<file path="config.mk">
export PLATFORM = sky130hd
export DESIGN_NAME = decode_cycle
export DESIGN_NICKNAME = d
export VERILOG_FILES = /design/src/rtl/decode_cycle.sv
export SDC_FILE = /design/constraint.sdc
export NUM_CORES = 2
export LEC_CHECK = 0
export ABC_AREA = 1
export CELL_PAD_IN_SITES_DETAIL_PLACEMENT = 2
export CELL_PAD_IN_SITES_GLOBAL_PLACEMENT = 2
export CORE_ASPECT_RATIO = 0.6
export CORE_MARGIN = 1.5
export CORE_UTILIZATION = 36
export CTS_BUF_LIST = sky130_fd_sc_hd__clkbuf_4 sky130_fd_sc_hd__clkbuf_8
export DETAILED_ROUTE_END_ITERATION = 8
export GPL_TIMING_DRIVEN = 0
export PLACE_DENSITY = 0.85
export SETUP_SLACK_MARGIN = 0.1
export SYNTH_ARGS = -nofsm -noshare
export SYNTH_HDL_FRONTEND = slang
export SYNTH_SLANG_ARGS = --single-unit
</file>
<file path="constraint.sdc">
create_clock -name clk -period 46.4 [get_ports clk]
set_clock_uncertainty 0.05 [all_clocks]
set_input_delay 9.28 -clock clk [delete_from_list [all_inputs] [get_ports clk]]
set_output_delay 9.28 -clock clk [all_outputs]
set_load 0.01 [all_outputs]
</file>
<file path="src/rtl/decode_cycle.sv">
// RV32 decode stage: control decode, immediate extension, 32x32 register file and ID/EX register.
// Optional macro WB_BYPASS_EN: register-file reads see a same-cycle writeback (write-through).
module decode_cycle (
  input  logic        clk,
  input  logic        rst,
  input  logic [31:0] InstrD,
  input  logic [31:0] PCD,
  input  logic [31:0] PCPlus4D,
  input  logic        RegWriteW,
  input  logic [4:0]  RDW,
  input  logic [31:0] ResultW,
  input  logic        FlushE,
  output logic        RegWriteE,
  output logic [1:0]  ResultSrcE,
  output logic        MemWriteE,
  output logic        JumpE,
  output logic        BranchE,
  output logic [2:0]  ALUControlE,
  output logic        ALUSrcE,
  output logic [31:0] RD1E,
  output logic [31:0] RD2E,
  output logic [31:0] ImmExtE,
  output logic [4:0]  Rs1E,
  output logic [4:0]  Rs2E,
  output logic [4:0]  RdE,
  output logic [31:0] PCE,
  output logic [31:0] PCPlus4E
);

  typedef enum logic [6:0] {
    OP_LOAD   = 7'b0000011,
    OP_STORE  = 7'b0100011,
    OP_RTYPE  = 7'b0110011,
    OP_IALU   = 7'b0010011,
    OP_BRANCH = 7'b1100011,
    OP_JAL    = 7'b1101111
  } opcode_e;

  typedef enum logic [2:0] {
    ALU_ADD = 3'b000,
    ALU_SUB = 3'b001,
    ALU_AND = 3'b010,
    ALU_OR  = 3'b011,
    ALU_SLT = 3'b101
  } alu_e;

  logic [6:0]  opcode;
  logic [2:0]  funct3;
  logic [4:0]  rs1, rs2, rd;
  logic        reg_write_d, mem_write_d, jump_d, branch_d, alu_src_d;
  logic [1:0]  result_src_d;
  alu_e        alu_ctrl_d, alu_arith;
  logic [31:0] imm_ext_d;
  logic [31:0] rd1_d, rd2_d;
  logic [31:0] regs [32];
  logic        wb_en;

  assign opcode = InstrD[6:0];
  assign funct3 = InstrD[14:12];
  assign rs1    = InstrD[19:15];
  assign rs2    = InstrD[24:20];
  assign rd     = InstrD[11:7];
  assign wb_en  = RegWriteW && (RDW != 5'd0);

  // funct7[5] only selects sub for register-register ops; for I-ALU it is immediate data.
  always_comb begin
    alu_arith = ALU_ADD;
    case (funct3)
      3'b000:  if (opcode == OP_RTYPE && InstrD[30]) alu_arith = ALU_SUB;
      3'b010:  alu_arith = ALU_SLT;
      3'b110:  alu_arith = ALU_OR;
      3'b111:  alu_arith = ALU_AND;
      default: alu_arith = ALU_ADD;
    endcase
  end

  always_comb begin
    reg_write_d  = 1'b0;
    result_src_d = 2'b00;
    mem_write_d  = 1'b0;
    jump_d       = 1'b0;
    branch_d     = 1'b0;
    alu_src_d    = 1'b0;
    alu_ctrl_d   = ALU_ADD;
    imm_ext_d    = '0;
    case (opcode)
      OP_LOAD: begin
        reg_write_d  = 1'b1;
        result_src_d = 2'b01;
        alu_src_d    = 1'b1;
        imm_ext_d    = {{20{InstrD[31]}}, InstrD[31:20]};
      end
      OP_STORE: begin
        mem_write_d = 1'b1;
        alu_src_d   = 1'b1;
        imm_ext_d   = {{20{InstrD[31]}}, InstrD[31:25], InstrD[11:7]};
      end
      OP_RTYPE: begin
        reg_write_d = 1'b1;
        alu_ctrl_d  = alu_arith;
      end
      OP_IALU: begin
        reg_write_d = 1'b1;
        alu_src_d   = 1'b1;
        alu_ctrl_d  = alu_arith;
        imm_ext_d   = {{20{InstrD[31]}}, InstrD[31:20]};
      end
      OP_BRANCH: begin
        branch_d   = 1'b1;
        alu_ctrl_d = ALU_SUB;
        imm_ext_d  = {{20{InstrD[31]}}, InstrD[7], InstrD[30:25], InstrD[11:8], 1'b0};
      end
      OP_JAL: begin
        reg_write_d  = 1'b1;
        result_src_d = 2'b10;
        jump_d       = 1'b1;
        imm_ext_d    = {{12{InstrD[31]}}, InstrD[19:12], InstrD[20], InstrD[30:21], 1'b0};
      end
      default: ;
    endcase
  end

  // x0 is never written, so regs[0] stays at its reset value of zero.
  always_ff @(posedge clk or posedge rst) begin
    if (rst)
      regs <= '{default: '0};
    else if (wb_en)
      regs[RDW] <= ResultW;
  end

  always_comb begin
    rd1_d = regs[rs1];
    rd2_d = regs[rs2];
`ifdef WB_BYPASS_EN
    if (wb_en && RDW == rs1) rd1_d = ResultW;
    if (wb_en && RDW == rs2) rd2_d = ResultW;
`endif
  end

  always_ff @(posedge clk or posedge rst) begin
    if (rst) begin
      RegWriteE   <= 1'b0;
      ResultSrcE  <= '0;
      MemWriteE   <= 1'b0;
      JumpE       <= 1'b0;
      BranchE     <= 1'b0;
      ALUControlE <= '0;
      ALUSrcE     <= 1'b0;
      RD1E        <= '0;
      RD2E        <= '0;
      ImmExtE     <= '0;
      Rs1E        <= '0;
      Rs2E        <= '0;
      RdE         <= '0;
      PCE         <= '0;
      PCPlus4E    <= '0;
    end else begin
      if (FlushE) begin
        RegWriteE   <= 1'b0;
        ResultSrcE  <= '0;
        MemWriteE   <= 1'b0;
        JumpE       <= 1'b0;
        BranchE     <= 1'b0;
        ALUControlE <= '0;
        ALUSrcE     <= 1'b0;
      end else begin
        RegWriteE   <= reg_write_d;
        ResultSrcE  <= result_src_d;
        MemWriteE   <= mem_write_d;
        JumpE       <= jump_d;
        BranchE     <= branch_d;
        ALUControlE <= alu_ctrl_d;
        ALUSrcE     <= alu_src_d;
      end
      RD1E     <= rd1_d;
      RD2E     <= rd2_d;
      ImmExtE  <= imm_ext_d;
      Rs1E     <= rs1;
      Rs2E     <= rs2;
      RdE      <= rd;
      PCE      <= PCD;
      PCPlus4E <= PCPlus4D;
    end
  end

endmodule

</file>
==> run summary <==
Status: complete, but fails checks
Failing checks: design-rule violations, max-capacitance violations, max-slew violations
Commonest non-fill, non-tap cells in the layout: nand2_1, nand3_1, dfrtp_1
Full die area: 172000 um2
Post-DP Area: 67300 um2
CP dominant cell by count: nand2_1
DR pass1 iterations: 9
Final Critical Period: 13.11 ns
Fin crit share: 28.2%
Total grt overflow: 0
Via-per-instance ratio: 6.59
Global placer's final weighted congestion: 1.03
Effective utilization at floorplan: 36.4%
HPWL after DPL: 308000 um
Worst Max-Slew Pin Slew: 1.74 ns
Overall Global Routing Usage: 48.0%
Metal2 WL: 159000 um
Setup_tns: 0 ns
Most common cell after layout, fill and taps aside: nand2_1
WP data arrival: 13.91 ns
Relative slew slack: -15.7%
Yosys reg bits: 1197
First-pass GRT wire length: 580000 um
Fin area: 71700 um2
Per-cell routed wire length: 36.7 um
# resized after CTS: 0
Peak supply drop: 23.8 uV
Slew Limit Fails: 462
Row cnt: 116
I/O pin cnt: 322
Area of the multi-input gates: 27700 um2
Die Y: 322 um
RSZ-0062 raised after global routing: no
Syn Inst Count: 8535
Yosys Warn Count: 0
DP Worst Slack: 32.77 ns
Post-CTS Setup Inserts: 0
Initial DRC count: 12115
Leakage: 33.3 nW
Clk sinks: 1197
Met3 wire length: 68500 um
Synthesized area: 60900 um2
Core area: 167000 um2
Die Wd: 534 um
Hold_buf cts: 0
Layout fillers: 19707
CTS Buf Count: 207
Crit path required time: 47.21 ns
H-tree levels: 4
Drt drc: 1
Kind of critical path: input pin to register
Worst path slowest cell: clkbuf_1
I/O Buffers: 321
Crit path max fanout: 10
Syn-to-layout area delta: 17.7%
Antenna Violating Nets Remaining: 0
Clk buf depth: 4
Fin nets: 9217
Largest net degree at the start of global routing: 127
Initial antenna violation count: 43
Root buf cell: clkbuf_8
Vias in the first global route: 75561
CTS tree: done
Max Cap Viol: 44
DR vias: 75791
Worst-skew pair later-pin latency: 1.05 ns
Worst-path cell chain: clkdlybuf4s50_1, buf_2, inv_2, clkbuf_1, clkbuf_1, nand2_1, nand3_1, nand3_1, nand2_1, nand2_1, nand2_1, nand2_1, nand2_1
Startpoint Class: input pin
Setup crit end kind: register
FF/Latch Area: 30000 um2
Net Count, Synth: 8672
Final Setup Violations: 0
Slowest cell delay on critical path: 1.27 ns
Final WL: 422000 um
Final WS setup: 33.29 ns
Mean Syn Cell Area: 7.14 um2
Max Used Layer: met5
Number of distinct library cells after synthesis: 28
HP Class: register to register
Post-Route M1 WL: 171000 um
Clock Pin Slew Worst Setup and Hold Paths: 0.07 ns
Fmax: 76.3 MHz
Sequential share of the synthesized area: 49.2%
Share of cells above drive strength 1: 5.21%
Count of final hold-check violations: 0
Pwr dens: 44.3 nW/um2
==> critical path, delay by kind of cell <==
kind | cells | cell delay (ns)
buffers and inverters | 5 | 3.32
and+or+nand+nor | 8 | 1.27
==> layer usage <==
layer | global-route usage [%] | vias to the layer above
met4 | 23.4 | 36
met3 | 22.4 | 1340
met1 | 65.6 | 39162
met2 | 62.3 | 6481
li1 | - | 28772
met5 | 0.532 | -
==> sequential cells by signal, indices dropped and copies added, names as in the netlist <==
| name | flops |
|---|---|
| MemWriteE | 1 |
| RegWriteE | 1 |
| ALUSrcE | 1 |
| PCPlus4E | 32 |
| BranchE | 1 |
| RD1E | 32 |
| Rs1E | 5 |
| RdE | 5 |
| PCE | 32 |
| Rs2E | 5 |
| ALUControlE | 3 |
| JumpE | 1 |
| ResultSrcE | 1 |
| ImmExtE | 21 |
| RD2E | 32 |
| regs | 1024 |
==> stage by stage <==
stage	instances	util (%)	total power, W	hold slack (ns)
after floorplan	8535	-	0.00173	0.401
after global placement	11098	40.0	0.00200	0.412
after detailed placement	11112	40.2	0.00206	0.428
after CTS	11459	42.7	0.00311	0.442
after global routing	11462	42.8	0.00326	0.462
final	11507	42.8	0.00317	0.436
==> Yosys cell counts <==
cell type | count | area (um2)
or2_2 | 2 | 12.5
nor3_2 | 3 | 30.0
inv_1 | 64 | 240
nand3_1 | 1546 | 7740
dfrtp_1 | 1197 | 30000
clkbuf_1 | 661 | 2480
nor3_1 | 9 | 45.0
o221ai_1 | 1 | 8.76
nor2_4 | 2 | 22.5
buf_1 | 50 | 188
nor4_4 | 1 | 21.3
a31oi_1 | 1 | 6.26
o21bai_1 | 1 | 7.51
nand2_2 | 11 | 68.8
buf_2 | 42 | 210
a21oi_1 | 160 | 801
o21ai_0 | 837 | 4190
nand4_1 | 1 | 6.26
inv_2 | 3 | 11.3
nand2_1 | 3738 | 14000
o22ai_1 | 1 | 6.26
o211ai_1 | 7 | 52.6
nor3_4 | 1 | 16.3
nor2_1 | 178 | 668
nor4_1 | 1 | 6.26
clkinv_1 | 3 | 11.3
nor2_2 | 2 | 12.5
buf_4 | 12 | 90.1
==> power breakdown <==
part	leakage, nW	switching (W)	total [W]	internal [W]
clock network	2.25	0.000519	0.00108	0.000558
registers	15.3	0.000167	0.00139	0.00122
logic	15.7	0.000492	0.000707	0.000215
total	33.3	0.00118	0.00317	0.00200
==> layout make-up <==
cell class                 count  area share (%)
timing repair buffer         336            4.99
multi-input combinational   6503            38.7
clock buffer                 320            5.56
antenna                       47           0.164
clock inverter                27           0.316
sequential                  1197            41.8
inverter                      70           0.377
buffer                       765            4.21
tap                         2242            3.91
==> cell families (layout without fill, tap and decap cells) <==
| kind of cell | count (synthesis) | after routing | synth area share, % |
|---|---|---|---|
| simple gates | 5495 | 5495 | 37.2 |
| flops | 1197 | 1197 | 49.2 |
| compound gates | 1008 | 1008 | 8.32 |
| buf+inv | 835 | 1518 | 5.30 |
| other cells | 0 | 47 | 0 |
==> worst paths after layout <==
| kind | from | end | slack, ns | cells after the start |
|---|---|---|---|---|
| max | InstrD[15] | RD1E[31]$_DFF_PP0_ | 33.29 | 13 |
| min | regs[1001]$_DFFE_PP0P_ | regs[1001]$_DFFE_PP0P_ | 0.44 | 1 |
| max reg2reg | regs[1021]$_DFFE_PP0P_ | RD1E[29]$_DFF_PP0_ | 44.47 | 8 |
| min reg2reg | regs[1001]$_DFFE_PP0P_ | regs[1001]$_DFFE_PP0P_ | 0.44 | 1 |
| max in group asynchronous | rst | regs[484]$_DFFE_PP0P_ | 34.82 | 6 |
| min in group asynchronous | rst | regs[754]$_DFFE_PP0P_ | 8.71 | 2 |
(Power assumes the default switching activity.)
